### src/rtl/pll_seq_pkg.sv
// Shared types and default parameter values for the PLL lock sequencer.
package pll_seq_pkg;

  typedef enum logic [1:0] {
    WAIT_LOCK = 2'd0,
    STABLE    = 2'd1,
    HOLD      = 2'd2,
    RUN       = 2'd3
  } seq_state_e;

  localparam int SYNC_STAGES_DEF    = 2;
  localparam int STABLE_CYCLES_DEF  = 1024;
  localparam int HOLD_CYCLES_DEF    = 16;
  localparam int LOSS_CNT_W_DEF     = 8;
  localparam int TIMEOUT_CYCLES_DEF = 65536;

  function automatic int max_int(input int a, input int b);
    return (a > b) ? a : b;
  endfunction

endpackage

### src/rtl/lock_sync.sv
// Multi-stage single-bit synchroniser for the raw PLL lock flag, async active-low clear.
module lock_sync #(
  parameter int STAGES = 2
) (
  input  logic clock_in,
  input  logic reset_n,
  input  logic d,
  output logic q
);

  logic [STAGES-1:0] sync_r;

  // Shift chain; only the last stage is safe to use downstream.
  always_ff @(posedge clock_in or negedge reset_n) begin
    if (!reset_n) begin
      sync_r <= '0;
    end else begin
      sync_r <= {sync_r[STAGES-2:0], d};
    end
  end

  assign q = sync_r[STAGES-1];

endmodule

### src/rtl/pll_lock_sequencer.sv
// Qualifies the PLL lock flag and produces a clean downstream reset.
// Optional WAIT_LOCK/STABLE timeout flag enabled by defining LOCK_TIMEOUT_EN.
module pll_lock_sequencer
  import pll_seq_pkg::*;
#(
  parameter int SYNC_STAGES    = SYNC_STAGES_DEF,
  parameter int STABLE_CYCLES  = STABLE_CYCLES_DEF,
  parameter int HOLD_CYCLES    = HOLD_CYCLES_DEF,
  parameter int LOSS_CNT_W     = LOSS_CNT_W_DEF,
  parameter int TIMEOUT_CYCLES = TIMEOUT_CYCLES_DEF
) (
  input  logic                  clock_in,
  input  logic                  reset_n,
  input  logic                  pll_locked,
  output logic                  rst_out_n,
  output logic                  ready,
  output logic                  lock_lost_pulse,
  output logic [LOSS_CNT_W-1:0] loss_count,
  output logic                  pll_timeout
);

`ifdef LOCK_TIMEOUT_EN
  localparam int CNT_MAX = max_int(max_int(STABLE_CYCLES, HOLD_CYCLES), TIMEOUT_CYCLES);
`else
  localparam int CNT_MAX = max_int(STABLE_CYCLES, HOLD_CYCLES);
`endif
  localparam int CNT_W = $clog2(CNT_MAX + 1);

  seq_state_e       state_r;
  seq_state_e       next_state_s;
  logic [CNT_W-1:0] cnt_r;
  logic [CNT_W-1:0] next_cnt_s;
  logic             lock_s;
  logic             lost_s;

  lock_sync #(.STAGES(SYNC_STAGES)) u_lock_sync (
    .clock_in (clock_in),
    .reset_n  (reset_n),
    .d        (pll_locked),
    .q        (lock_s)
  );

  // Next-state and qualification counter; the cycle lock_s is first seen counts as stable cycle 1.
  always_comb begin
    next_state_s = state_r;
    next_cnt_s   = cnt_r;
    lost_s       = 1'b0;
    case (state_r)
      WAIT_LOCK: begin
        next_cnt_s = '0;
        if (!lock_s) begin
          next_state_s = WAIT_LOCK;
        end else if (STABLE_CYCLES == 1) begin
          next_state_s = HOLD;
        end else begin
          next_state_s = STABLE;
          next_cnt_s   = CNT_W'(1);
        end
      end
      STABLE: begin
        if (!lock_s) begin
          next_state_s = WAIT_LOCK;
          next_cnt_s   = '0;
        end else if (cnt_r == CNT_W'(STABLE_CYCLES - 1)) begin
          next_state_s = HOLD;
          next_cnt_s   = '0;
        end else begin
          next_cnt_s = cnt_r + CNT_W'(1);
        end
      end
      HOLD: begin
        if (!lock_s) begin
          next_state_s = WAIT_LOCK;
          next_cnt_s   = '0;
        end else if (cnt_r == CNT_W'(HOLD_CYCLES - 1)) begin
          next_state_s = RUN;
          next_cnt_s   = '0;
        end else begin
          next_cnt_s = cnt_r + CNT_W'(1);
        end
      end
      RUN: begin
        next_cnt_s = '0;
        if (!lock_s) begin
          next_state_s = WAIT_LOCK;
          lost_s       = 1'b1;
        end else begin
          next_state_s = RUN;
        end
      end
      default: begin
        next_state_s = WAIT_LOCK;
        next_cnt_s   = '0;
      end
    endcase
  end

  // State, counter and registered outputs; rst_out_n/ready track the next state so they move with RUN.
  always_ff @(posedge clock_in or negedge reset_n) begin
    if (!reset_n) begin
      state_r         <= WAIT_LOCK;
      cnt_r           <= '0;
      rst_out_n       <= 1'b0;
      ready           <= 1'b0;
      lock_lost_pulse <= 1'b0;
      loss_count      <= '0;
    end else begin
      state_r         <= next_state_s;
      cnt_r           <= next_cnt_s;
      rst_out_n       <= (next_state_s == RUN);
      ready           <= (next_state_s == RUN);
      lock_lost_pulse <= lost_s;
      if (lost_s && (loss_count != {LOSS_CNT_W{1'b1}})) begin
        loss_count <= loss_count + LOSS_CNT_W'(1);
      end else begin
        loss_count <= loss_count;
      end
    end
  end

`ifdef LOCK_TIMEOUT_EN
  logic [CNT_W-1:0] tmo_cnt_r;
  logic             tmo_r;
  logic             tmo_run_s;

  assign tmo_run_s = (state_r == WAIT_LOCK) || (state_r == STABLE);

  // Sticky timeout: counts while unqualified, clears on entry to HOLD, flag held until reset_n.
  always_ff @(posedge clock_in or negedge reset_n) begin
    if (!reset_n) begin
      tmo_cnt_r <= '0;
      tmo_r     <= 1'b0;
    end else begin
      if (tmo_run_s && (next_state_s == HOLD)) begin
        tmo_cnt_r <= '0;
      end else if (tmo_run_s && (tmo_cnt_r != CNT_W'(TIMEOUT_CYCLES))) begin
        tmo_cnt_r <= tmo_cnt_r + CNT_W'(1);
      end else begin
        tmo_cnt_r <= tmo_cnt_r;
      end
      if (tmo_run_s && (tmo_cnt_r == CNT_W'(TIMEOUT_CYCLES - 1))) begin
        tmo_r <= 1'b1;
      end else begin
        tmo_r <= tmo_r;
      end
    end
  end

  assign pll_timeout = tmo_r;
`else
  assign pll_timeout = 1'b0 && (TIMEOUT_CYCLES > 0);
`endif

endmodule

### config.mk
export PLATFORM = sky130hd
export DESIGN_NAME = pll_lock_sequencer
export DESIGN_NICKNAME = d
export VERILOG_FILES = /design/src/rtl/pll_seq_pkg.sv /design/src/rtl/lock_sync.sv /design/src/rtl/pll_lock_sequencer.sv
export SDC_FILE = /design/constraint.sdc
export NUM_CORES = 1
export LEC_CHECK = 0
export ABC_CLOCK_PERIOD_IN_PS = 4850
export BUFFER_PORTS_ARGS = -buffer_cell sky130_fd_sc_hd__buf_2
export CELL_PAD_IN_SITES_DETAIL_PLACEMENT = 1
export CELL_PAD_IN_SITES_GLOBAL_PLACEMENT = 1
export CORE_UTILIZATION = 47
export CTS_CLUSTER_SIZE = 25
export DETAILED_ROUTE_END_ITERATION = 10
export PLACE_DENSITY_LB_ADDON = 0.1
export RECOVER_POWER = 100
export SLEW_MARGIN = 5
export SYNTH_ARGS = -nofsm -noshare
export SYNTH_HDL_FRONTEND = slang
export SYNTH_SLANG_ARGS = --single-unit
### constraint.sdc
create_clock -name clock_in -period 4.85 [get_ports clock_in]
set_input_delay 0.2425 -clock clock_in [delete_from_list [all_inputs] [get_ports clock_in]]
set_output_delay 0.2425 -clock clock_in [all_outputs]
set_load 0.005 [all_outputs]
; ---- After elaboration in Yosys (flattened, before gate mapping)
; Cells that the tools add are included.
; W data, S select, Z words.
[totals]
register_bits = 25
out_inout_bits = 12
word_cells = 32
[classes]
n_addsub = 2
eq_ne = 7
mux = 15
n_reduce_logical = 2
[op_table]
columns = cell, n
row1 = $mux W11, 4
row2 = $pmux W11 S4, 1
row3 = $add A11 B1 Y11 const B, 1
row4 = $eq A11 B10 Y1 const B, 1
row5 = $eq A11 B4 Y1 const B, 1
row6 = $mux W2, 5
row7 = $add A8 B1 Y8 const B, 1
row8 = $ne A8 B8 Y1 const B, 1
row9 = $pmux W2 S4, 1
row10 = $eq A2 B2 Y1 const B, 3
row11 = $mux W1, 4
row12 = $eq A2 B1 Y1 const B, 1
row13 = $logic_not A2 Y1, 1
row14 = $logic_and A1 B1 Y1, 1

; ---- Logic depth before layout (Yosys ltp)
; Gate-level depths: netlist of the first run.
[depth]
word_depth = 5
ltp_mapped = 5
depth_no_buf = 5

; ---- Modules after synthesis
; From an unflattened synthesis of the first run, not the netlist that was laid out.
[unflattened]
hier_cells = 116
area_unflattened_um2 = 1191.1
[modules_own_cells]
columns = mod, n_inst, cells_per_inst, area_per_inst_um2, seq_area_each_um2
row1 = pll_lock_sequencer, 1, 114, 1141.1, 575.6
row2 = lock_sync, 1, 2, 50.0, 50.0

; ---- Least setup slack after synthesis of the first run
; No wires, ideal clock.
[synth_timing]
path_type = register -> register
from = register cnt_r[0]
to = register cnt_r[10]
setup_ns = 0.127
arrival_ns = 1.412
t_required_ns = 4.723
path_slack_ns = 3.311
path_stages_with_launch = 6
period_less_slack_ns = 1.539
path_cell_list = dfrtp_1 > ha_1 > nand4b_1 > or3_4 > a31oi_4 > nor2_1
[synth_between]
elab_chain_cells = 4
[synth_lines]
columns = element, line_no
row1 = start: declaration, pll_lock_sequencer.sv:31  ; logic [CNT_W-1:0] cnt_r;
row2 = start signal: assignment, pll_lock_sequencer.sv:109  ; cnt_r <= next_cnt_s;
row3 = "$add A11 B1 Y11, or another cell as far along", "pll_lock_sequencer.sv:68, pll_lock_sequencer.sv:79"
row4 = "$mux W11, on equally long branches", "pll_lock_sequencer.sv:75, pll_lock_sequencer.sv:64"
row5 = "$mux W11, on equally long branches", "pll_lock_sequencer.sv:72, pll_lock_sequencer.sv:61"
row6 = $pmux W11 S4 *, pll_lock_sequencer.sv:48  ; case (state_r)
row7 = via next_cnt_s[10], pll_lock_sequencer.sv:32  ; logic [CNT_W-1:0] next_cnt_s;
; The timed path passes the listed nets; every way through them passes the cells marked *.
; A chain may end at the register's enable or synchronous reset.

; ---- Worst setup path in the final report of the first run
; Ends and elaborated chain as after synthesis.

==> run_results.csv, run 1 <==
group,metric,value,unit
cells_and_area,drive_above_1_share,12.4,%
global_route,gr-total-overflow,0,
clock_network,clock_path_buffers,2,
detailed_routing,drtIter0Drc,11,
synthesis,ys_seq_area_share,52.7,%
pwr,p_per_area,249,mW/mm^2
detailed_routing,antenna_left,0,
floorplanning,die_w,52.3,um
clock_network,clk_latency,320,ps
sta,fin_ws,2710,ps
worst_setup_path,worstPathArrival,2330,ps
sta,rsz0062_at_grt,"no",
pwr,leakagePower,0.614,nW
floorplanning,die_height,52.3,um
sta,slew_headroom,12.0,%
cells_and_area,regArea,626,um^2
synthesis,synth_ff_type,"dfrtp_1",
floorplanning,die-area,0.00273,mm^2
synthesis,synthCells,112,
global_route,antenna_found_initial,0,
worst_hold_path,hp-class,"register to register",
place,place_ws,3140,ps
place,dpl_cell_area,0.00127,mm^2
floorplanning,start_util,51.7,%
pwr,ir_drop,0.000156,V
outcome,status,"completed",
place,dp_hpwl,1820,um
clock_network,cts.repair.resized,0,
detailed_routing,routed_wl,2440,um
place,gp_congestion,0.756,
sta,post-route-period-util,44.1,%
detailed_routing,drcViolationCount,0,
place,dpl.cell_count,151,
worst_setup_path,critPathKind,"register to register",
sta,maxSlewViolCount,0,
synthesis,syn-num-nets,117,
place,io_buffers,13,
synthesis,avgSynthCellArea,10.6,um^2
synthesis,netlist_area,0.00119,mm^2
worst_setup_path,path_max_fanout,8,
worst_setup_path,crit_path_start_kind,"register",
sta,fin_tns_setup,0,ps
cells_and_area,final_util,56.5,%
sta,period_needed,2140,ps
synthesis,ys_ff_latch,25,
detailed_routing,routed-via-count,850,
cells_and_area,multi_input_area,509,um^2
sta,setup_viol,0,
flow_run,max_cap_viol_count,0,
synthesis,synth_edf_count,0,
global_route,first_global_vias,894,
synthesis,synth_cell_types,31,
floorplanning,ios,15,
cells_and_area,synthToLayoutAreaGrowth,9.27,%
clock_network,tritoncts,"done",
clock_network,path_clk_slew,140,ps
cells_and_area,final_cell_area,0.00130,mm^2
floorplanning,core_area,0.00230,mm^2
synthesis,async_flop_share,100,%
global_route,grt_max_degree,26,
clock_network,numCtsBuffers,3,
sta,tightest_slew,1320,ps
clock_network,htreeDepth,1,
global_route,grt_usage,21.4,%
floorplanning,rows,17,
sta,max_freq,0.468,GHz
detailed_routing,routedWlPerCell,15.5,um
clock_network,postCtsSetupBuffers,0,
worst_setup_path,worstSetupEndpointType,"register",
cells_and_area,fillers,267,
worst_setup_path,cpPeakStageDelay,600,ps
worst_setup_path,crit_chain,"ha_1, nand4b_1, or3_2, a31oi_1, nor2_1",
global_route,grt_pass1_wl,4150,um
cells_and_area,fin_nets,135,
synthesis,ys_warn_count,0,
sta,skew,3.53,ps
sta,hold_viol_final,0,
detailed_routing,drtPass1Iterations,3,
clock_network,cts_sinks,25,
cells_and_area,num_antenna_cells,0,
detailed_routing,viasPerCell,5.41,
clock_network,clock-root-buffer,"clkbuf_4",
cells_and_area,finalNonFillerCells,157,
worst_setup_path,cp.required,5050,ps
worst_setup_path,critPathSlowestCell,"a31oi_1",
routing by layer:
| metal | track usage (%) | vias to the layer above | share of wire (%) |
|---|---|---|---|
| met5 | 0 | - | 0 |
| met4 | 9.21 | 0 | 1.4 |
| met3 | 2.61 | 4 | 1.4 |
| met2 | 34.8 | 10 | 47 |
| met1 | 28.7 | 419 | 50 |
| li1 | - | 417 | - |
final timing paths:
kind                                                    to                            start  cells past startpoint  slack [ps]
max                                    cnt_r[10]$_DFF_PN0_               cnt_r[0]$_DFF_PN0_                      5        2710
min in group asynchronous               cnt_r[7]$_DFF_PN0_                          reset_n                      2         720
min                        u_lock_sync.sync_r[1]$_DFF_PN0_  u_lock_sync.sync_r[0]$_DFF_PN0_                      0         380
max reg2reg                            cnt_r[10]$_DFF_PN0_               cnt_r[0]$_DFF_PN0_                      5        2710
max in group asynchronous        loss_count[6]$_DFFE_PN0P_                          reset_n                      2        3360
min reg2reg                u_lock_sync.sync_r[1]$_DFF_PN0_  u_lock_sync.sync_r[0]$_DFF_PN0_                      0         380
what timing repair did:
action | in CTS | in global routing
endpoints found under the hold margin | 26 | 0
setup endpoints to repair | 0 | 0
hold buffers | 2 | 0
cell usage in the layout, fill, tap and decap left out, drive strengths merged, types with 3 or more instances in the layout:
| cell type | count |
|---|---|
| a31oi | 3 |
| a21oi | 3 |
| xor2 | 9 |
| nor3 | 6 |
| nand3 | 4 |
| buf | 10 |
| inv | 5 |
| xnor2 | 7 |
| clkbuf | 6 |
| dfrtp | 25 |
| nand4 | 5 |
| nand2 | 10 |
| nor2 | 14 |
area by class of cell:
type                       count  area share (%)
sequential                    25            48.2
multi-input combinational     80            39.2
timing repair buffer          15            6.27
tap                           28            2.70
clock buffer                   3            1.74
inverter                       5            1.45
clock inverter                 1           0.386
critical path, delay by kind of cell, from the launching register on:
kind            cells  cell delay [ps]
flops               1              420
compound gates      1              600
simple gates        3              760
fa+ha+maj           1              230
power by group:
part,internal (mW),switching [mW],total [mW]
Combinational,0.00431,0.00936,0.0137
Clock,0.0309,0.0644,0.0954
Sequential,0.211,0.00258,0.213
through the flow:
| step | power [mW] | hold slack, ps |
|---|---|---|
| final | 0.322 | 381 |
| after CTS | 0.328 | 383 |
| after global placement | 0.230 | 253 |
| after floorplan | 0.224 | -53.1 |
| after global routing | 0.335 | 392 |
| after detailed placement | 0.231 | 255 |
cells in the mapped netlist (all sizes together), types with 2 or more instances:
| master | count | area, um^2 |
|---|---|---|
| xor2 | 9 | 78.8 |
| xnor2 | 7 | 61.3 |
| a21oi | 3 | 15.0 |
| nor3 | 6 | 30.0 |
| nor2 | 14 | 52.6 |
| inv | 5 | 18.8 |
| buf | 2 | 15.0 |
| nand4 | 5 | 37.5 |
| ha | 2 | 25.0 |
| a31oi | 3 | 33.8 |
| dfrtp | 25 | 626 |
| nand3 | 4 | 20.0 |
| and4 | 2 | 17.5 |
| nand2 | 10 | 37.5 |
cells by family (layout without fill, tap and decap cells):
logic type	Yosys count	in the layout	synth area share, %
simple gates	49	49	22.1
flops	25	25	52.7
other cells	1	1	0.316
compound gates	11	11	7.17
xor+xnor	16	16	11.8
mux	1	1	0.948
buf+inv	7	24	2.84
fa+ha+maj	2	2	2.11
sequential cells by signal, summed over array words and instances (netlist names):
signal              count
cnt_r                  11
lock_lost_pulse         1
loss_count              8
ready                   1
state_r                 2
u_lock_sync.sync_r      2
(Power assumes the default switching activity.)
==> run 2: changes to the inputs <==
--- a/config.mk
+++ b/config.mk
@@ -5,11 +5,12 @@
 export SDC_FILE = /design/constraint.sdc
 export NUM_CORES = 1
 export LEC_CHECK = 0
-export ABC_CLOCK_PERIOD_IN_PS = 4850
+export ABC_AREA = 1
+export ABC_CLOCK_PERIOD_IN_PS = 2100
 export BUFFER_PORTS_ARGS = -buffer_cell sky130_fd_sc_hd__buf_2
 export CELL_PAD_IN_SITES_DETAIL_PLACEMENT = 1
 export CELL_PAD_IN_SITES_GLOBAL_PLACEMENT = 1
-export CORE_UTILIZATION = 47
+export CORE_UTILIZATION = 42
 export CTS_CLUSTER_SIZE = 25
 export DETAILED_ROUTE_END_ITERATION = 10
 export PLACE_DENSITY_LB_ADDON = 0.1
==> constraint.sdc (replaced) <==
create_clock -name clock_in -period 2.1 [get_ports clock_in]
set_input_delay 0.105 -clock clock_in [delete_from_list [all_inputs] [get_ports clock_in]]
set_output_delay 0.105 -clock clock_in [all_outputs]
set_load 0.005 [all_outputs]
==> run 2 against run 1 <==
Against the previous run:
- combinational power increased to 3.7 times the previous value
- sequential power is 140% higher
- global-route usage fell by 0.055 points
- non-clock buffer count unchanged
- sequential share of layout area shrank 3.9 points
- synthesized cell count rose by 44%
- sequential cell count unchanged
- cell count is 32% higher
- register-to-register slack worse by 2400 ps
- critical path type unchanged
- largest cell class unchanged
==> run_results.csv, run 2 <==
group,metric,value,unit
floorplanning,rows,19,
clock_network,cts.repair.resized,0,
worst_setup_path,crit_chain,"ha_1, nand3_2, nor2_4, nand3_2, nand2_1, inv_1, nand2_1, nand2_1",
sta,period_needed,1750,ps
pwr,p_per_area,549,mW/mm^2
pwr,power.share.sequential,64.7,%
cells_and_area,synthToLayoutAreaGrowth,8.25,%
worst_setup_path,worstSetupStartpoint,"loss_count[0]$_DFFE_PN0P_",
floorplanning,ios,15,
floorplanning,die_w,57.7,um
cells_and_area,final_util,49.5,%
cells_and_area,largest_reg_flops,11,
worst_setup_path,cp.required,2330,ps
sta,post-route-period-util,83.3,%
worst_setup_path,worstSetupEndpointType,"register",
floorplanning,start_util,45.7,%
worst_setup_path,path_common_cell,"nand2_1",
pwr,power,0.775,mW
cells_and_area,num_antenna_cells,0,
worst_setup_path,crit_path_start_kind,"register",
global_route,grt_use_met3,2.90,%
clock_network,clock_path_buffers,2,
cells_and_area,layout_commonest_cell,"nand2_1",
worst_setup_path,worstPathArrival,1980,ps
cells_and_area,fin_nets,182,
clock_network,path_clk_slew,150,ps
worst_setup_path,r2r-start,"loss_count[0]$_DFFE_PN0P_",
worst_setup_path,path_max_fanout,11,
synthesis,synth_ff_type,"dfrtp_1",
pwr,combPwrFrac,6.5,%
global_route,met1_usage,24.8,%
clock_network,htreeDepth,1,
synthesis,synth_area_leaders,"dfrtp_1 48%, nand2_1 13%, nand3_1 5.4%, inv_1 4.6%, nor2_1 4.6%",
clock_network,numCtsBuffers,3,
global_route,grt_usage,21.4,%
synthesis,synthCells,161,
flow_run,max_cap_viol_count,0,
synthesis,yosysMostFrequentCell,"nand2_1",
detailed_routing,routed-via-count,1090,
worst_setup_path,critPathKind,"register to register",
synthesis,ys_ff_latch,25,
global_route,first_global_vias,1235,
place,gp_congestion,0.813,
global_route,grt_pass1_wl,5390,um
sta,maxSlewViolCount,0,
synthesis,avgSynthCellArea,8.11,um^2
global_route,grt_max_degree,26,
detailed_routing,antenna_left,0,
cells_and_area,top_register,"cnt_r",
pwr,leakagePower,0.685,nW
worst_setup_path,crit_cells,8,
clock_network,clock-root-buffer,"clkbuf_4",
detailed_routing,drcViolationCount,0,
worst_setup_path,critPathSlowestCell,"dfrtp_1",
synthesis,ys_top_cells_by_count,"46 x nand2_1, 25 x dfrtp_1, 16 x inv_1, 16 x nor2_1, 14 x nand3_1",
worst_setup_path,rr_worst_depth,8,
sta,rsz0062_at_grt,"no",
detailed_routing,viasPerCell,5.27,
synthesis,ys_warn_count,0,
pwr,p_int,0.578,mW
detailed_routing,drtPass1Iterations,4,
synthesis,synth_edf_count,0,
pwr,p_sw,0.197,mW
sta,tightest_slew,1360,ps
pwr,p_sw_share,25.4,%
synthesis,yosysTopAreaCell,"dfrtp_1",
sta,slew_headroom,9.66,%
global_route,antenna_found_initial,0,
global_route,grt.busiest_layer,"met2",
clock_network,cts_sinks,25,
cells_and_area,final_cell_mix,"48 x nand2_1, 25 x dfrtp_1, 16 x nor2_1, 16 x inv_1, 14 x nand3_1",
pwr,ir_drop,0.000348,V
outcome,status,"completed",
floorplanning,die-area,0.00333,mm^2
sta,skew,9.93,ps
place,place_ws,476,ps
worst_setup_path,cp_top_family,"simple AND/OR/NAND/NOR gates",
worst_setup_path,crit_path_end,"loss_count[7]$_DFFE_PN0P_",
synthesis,synth_top_area_share,47.9,%
worst_setup_path,ff2ff_setup_slack,350,ps
sta,fin_tns_setup,0,ps
global_route,gr-total-overflow,0,
worst_setup_path,path_buf_inv,1,
synthesis,async_flop_share,100,%
detailed_routing,drtIter0Drc,28,
detailed_routing,routed_wl,2930,um
synthesis,syn-num-nets,166,
clock_network,tritoncts,"done",
sta,max_freq,0.571,GHz
worst_setup_path,cpPeakStageDelay,440,ps
floorplanning,core_area,0.00285,mm^2
worst_hold_path,hp-class,"register to register",
place,dp_hpwl,2340,um
synthesis,netlist_area,0.00131,mm^2
cells_and_area,drive_above_1_share,9.09,%
sta,setup_viol,0,
place,io_buffers,13,
sta,fin_ws,350,ps
synthesis,synth_cell_types,23,
worst_setup_path,r2r-end,"loss_count[7]$_DFFE_PN0P_",
sta,hold_viol_final,0,
floorplanning,die_height,57.7,um
cells_and_area,reg.largest.list,"cnt_r (11), loss_count (8)",
pwr,power_frac_clock,28.8,%
global_route,grtUsageMet2,40.4,%
clock_network,clk_latency,320,ps
synthesis,ys_seq_area_share,47.9,%
detailed_routing,routedWlPerCell,14.2,um
## run 2: per-layer routing
layer  vias up  share of wire, %
li1        542                 -
met1       529                42
met2        13                55
met3         6               1.5
met4         0               1.6
met5         -                 0
## run 2: logic make-up (layout without fill, tap and decap cells)
| logic type | after synthesis | after routing | share of synthesized area [%] |
|---|---|---|---|
| fa+ha+maj | 2 | 2 | 1.92 |
| flops | 25 | 25 | 47.9 |
| compound gates | 15 | 15 | 5.94 |
| buf+inv | 20 | 35 | 7.00 |
| xor+xnor | 10 | 10 | 6.71 |
| other cells | 1 | 1 | 0.287 |
| simple gates | 88 | 88 | 30.2 |
## run 2: timing repair
action / CTS / global route
endpoints found under the hold margin: 26 / 0
setup endpoints to repair: 0 / 0
hold buffers: 2 / 0
setup buffers: 0 / 0
## run 2: through the flow
step	cells	hold slack [ps]	instance area, um^2
detailed placement	201	130	1380
floorplan	161	-191	1310
CTS	207	285	1430
finish	207	398	1410
global placement	201	126	1380
global route	207	384	1410
## run 2: worst min-delay path by stage
stage,startpoint,end,slack (ps),cells past startpoint
2_1_floorplan,reset_n,cnt_r[0]$_DFF_PN0_,-190,0
3_3_place_gp,reset_n,loss_count[6]$_DFFE_PN0P_,130,1
3_5_place_dp,reset_n,u_lock_sync.sync_r[0]$_DFF_PN0_,130,1
4_1_cts,reset_n,u_lock_sync.sync_r[0]$_DFF_PN0_,280,2
5_1_grt,pll_locked,u_lock_sync.sync_r[0]$_DFF_PN0_,380,2
6_report,u_lock_sync.sync_r[0]$_DFF_PN0_,u_lock_sync.sync_r[1]$_DFF_PN0_,400,0
## run 2: cell type report
class                      instances  area, um^2
clock buffer                       3        22.5
inverter                          16        60.1
fill                             374        1440
sequential                        25         626
tap                               31        38.8
multi-input combinational        116         578
clock inverter                     1        7.51
timing repair buffer              15        80.1
## run 2: power by group through the flow
stage,Sequential (mW),Clock [mW],Combinational [mW]
finish,0.502,0.223,0.0503
CTS,0.502,0.237,0.0531
detailed placement,0.511,0,0.0500
global route,0.503,0.259,0.0583
global placement,0.510,0,0.0480
floorplan,0.507,0,0.0325
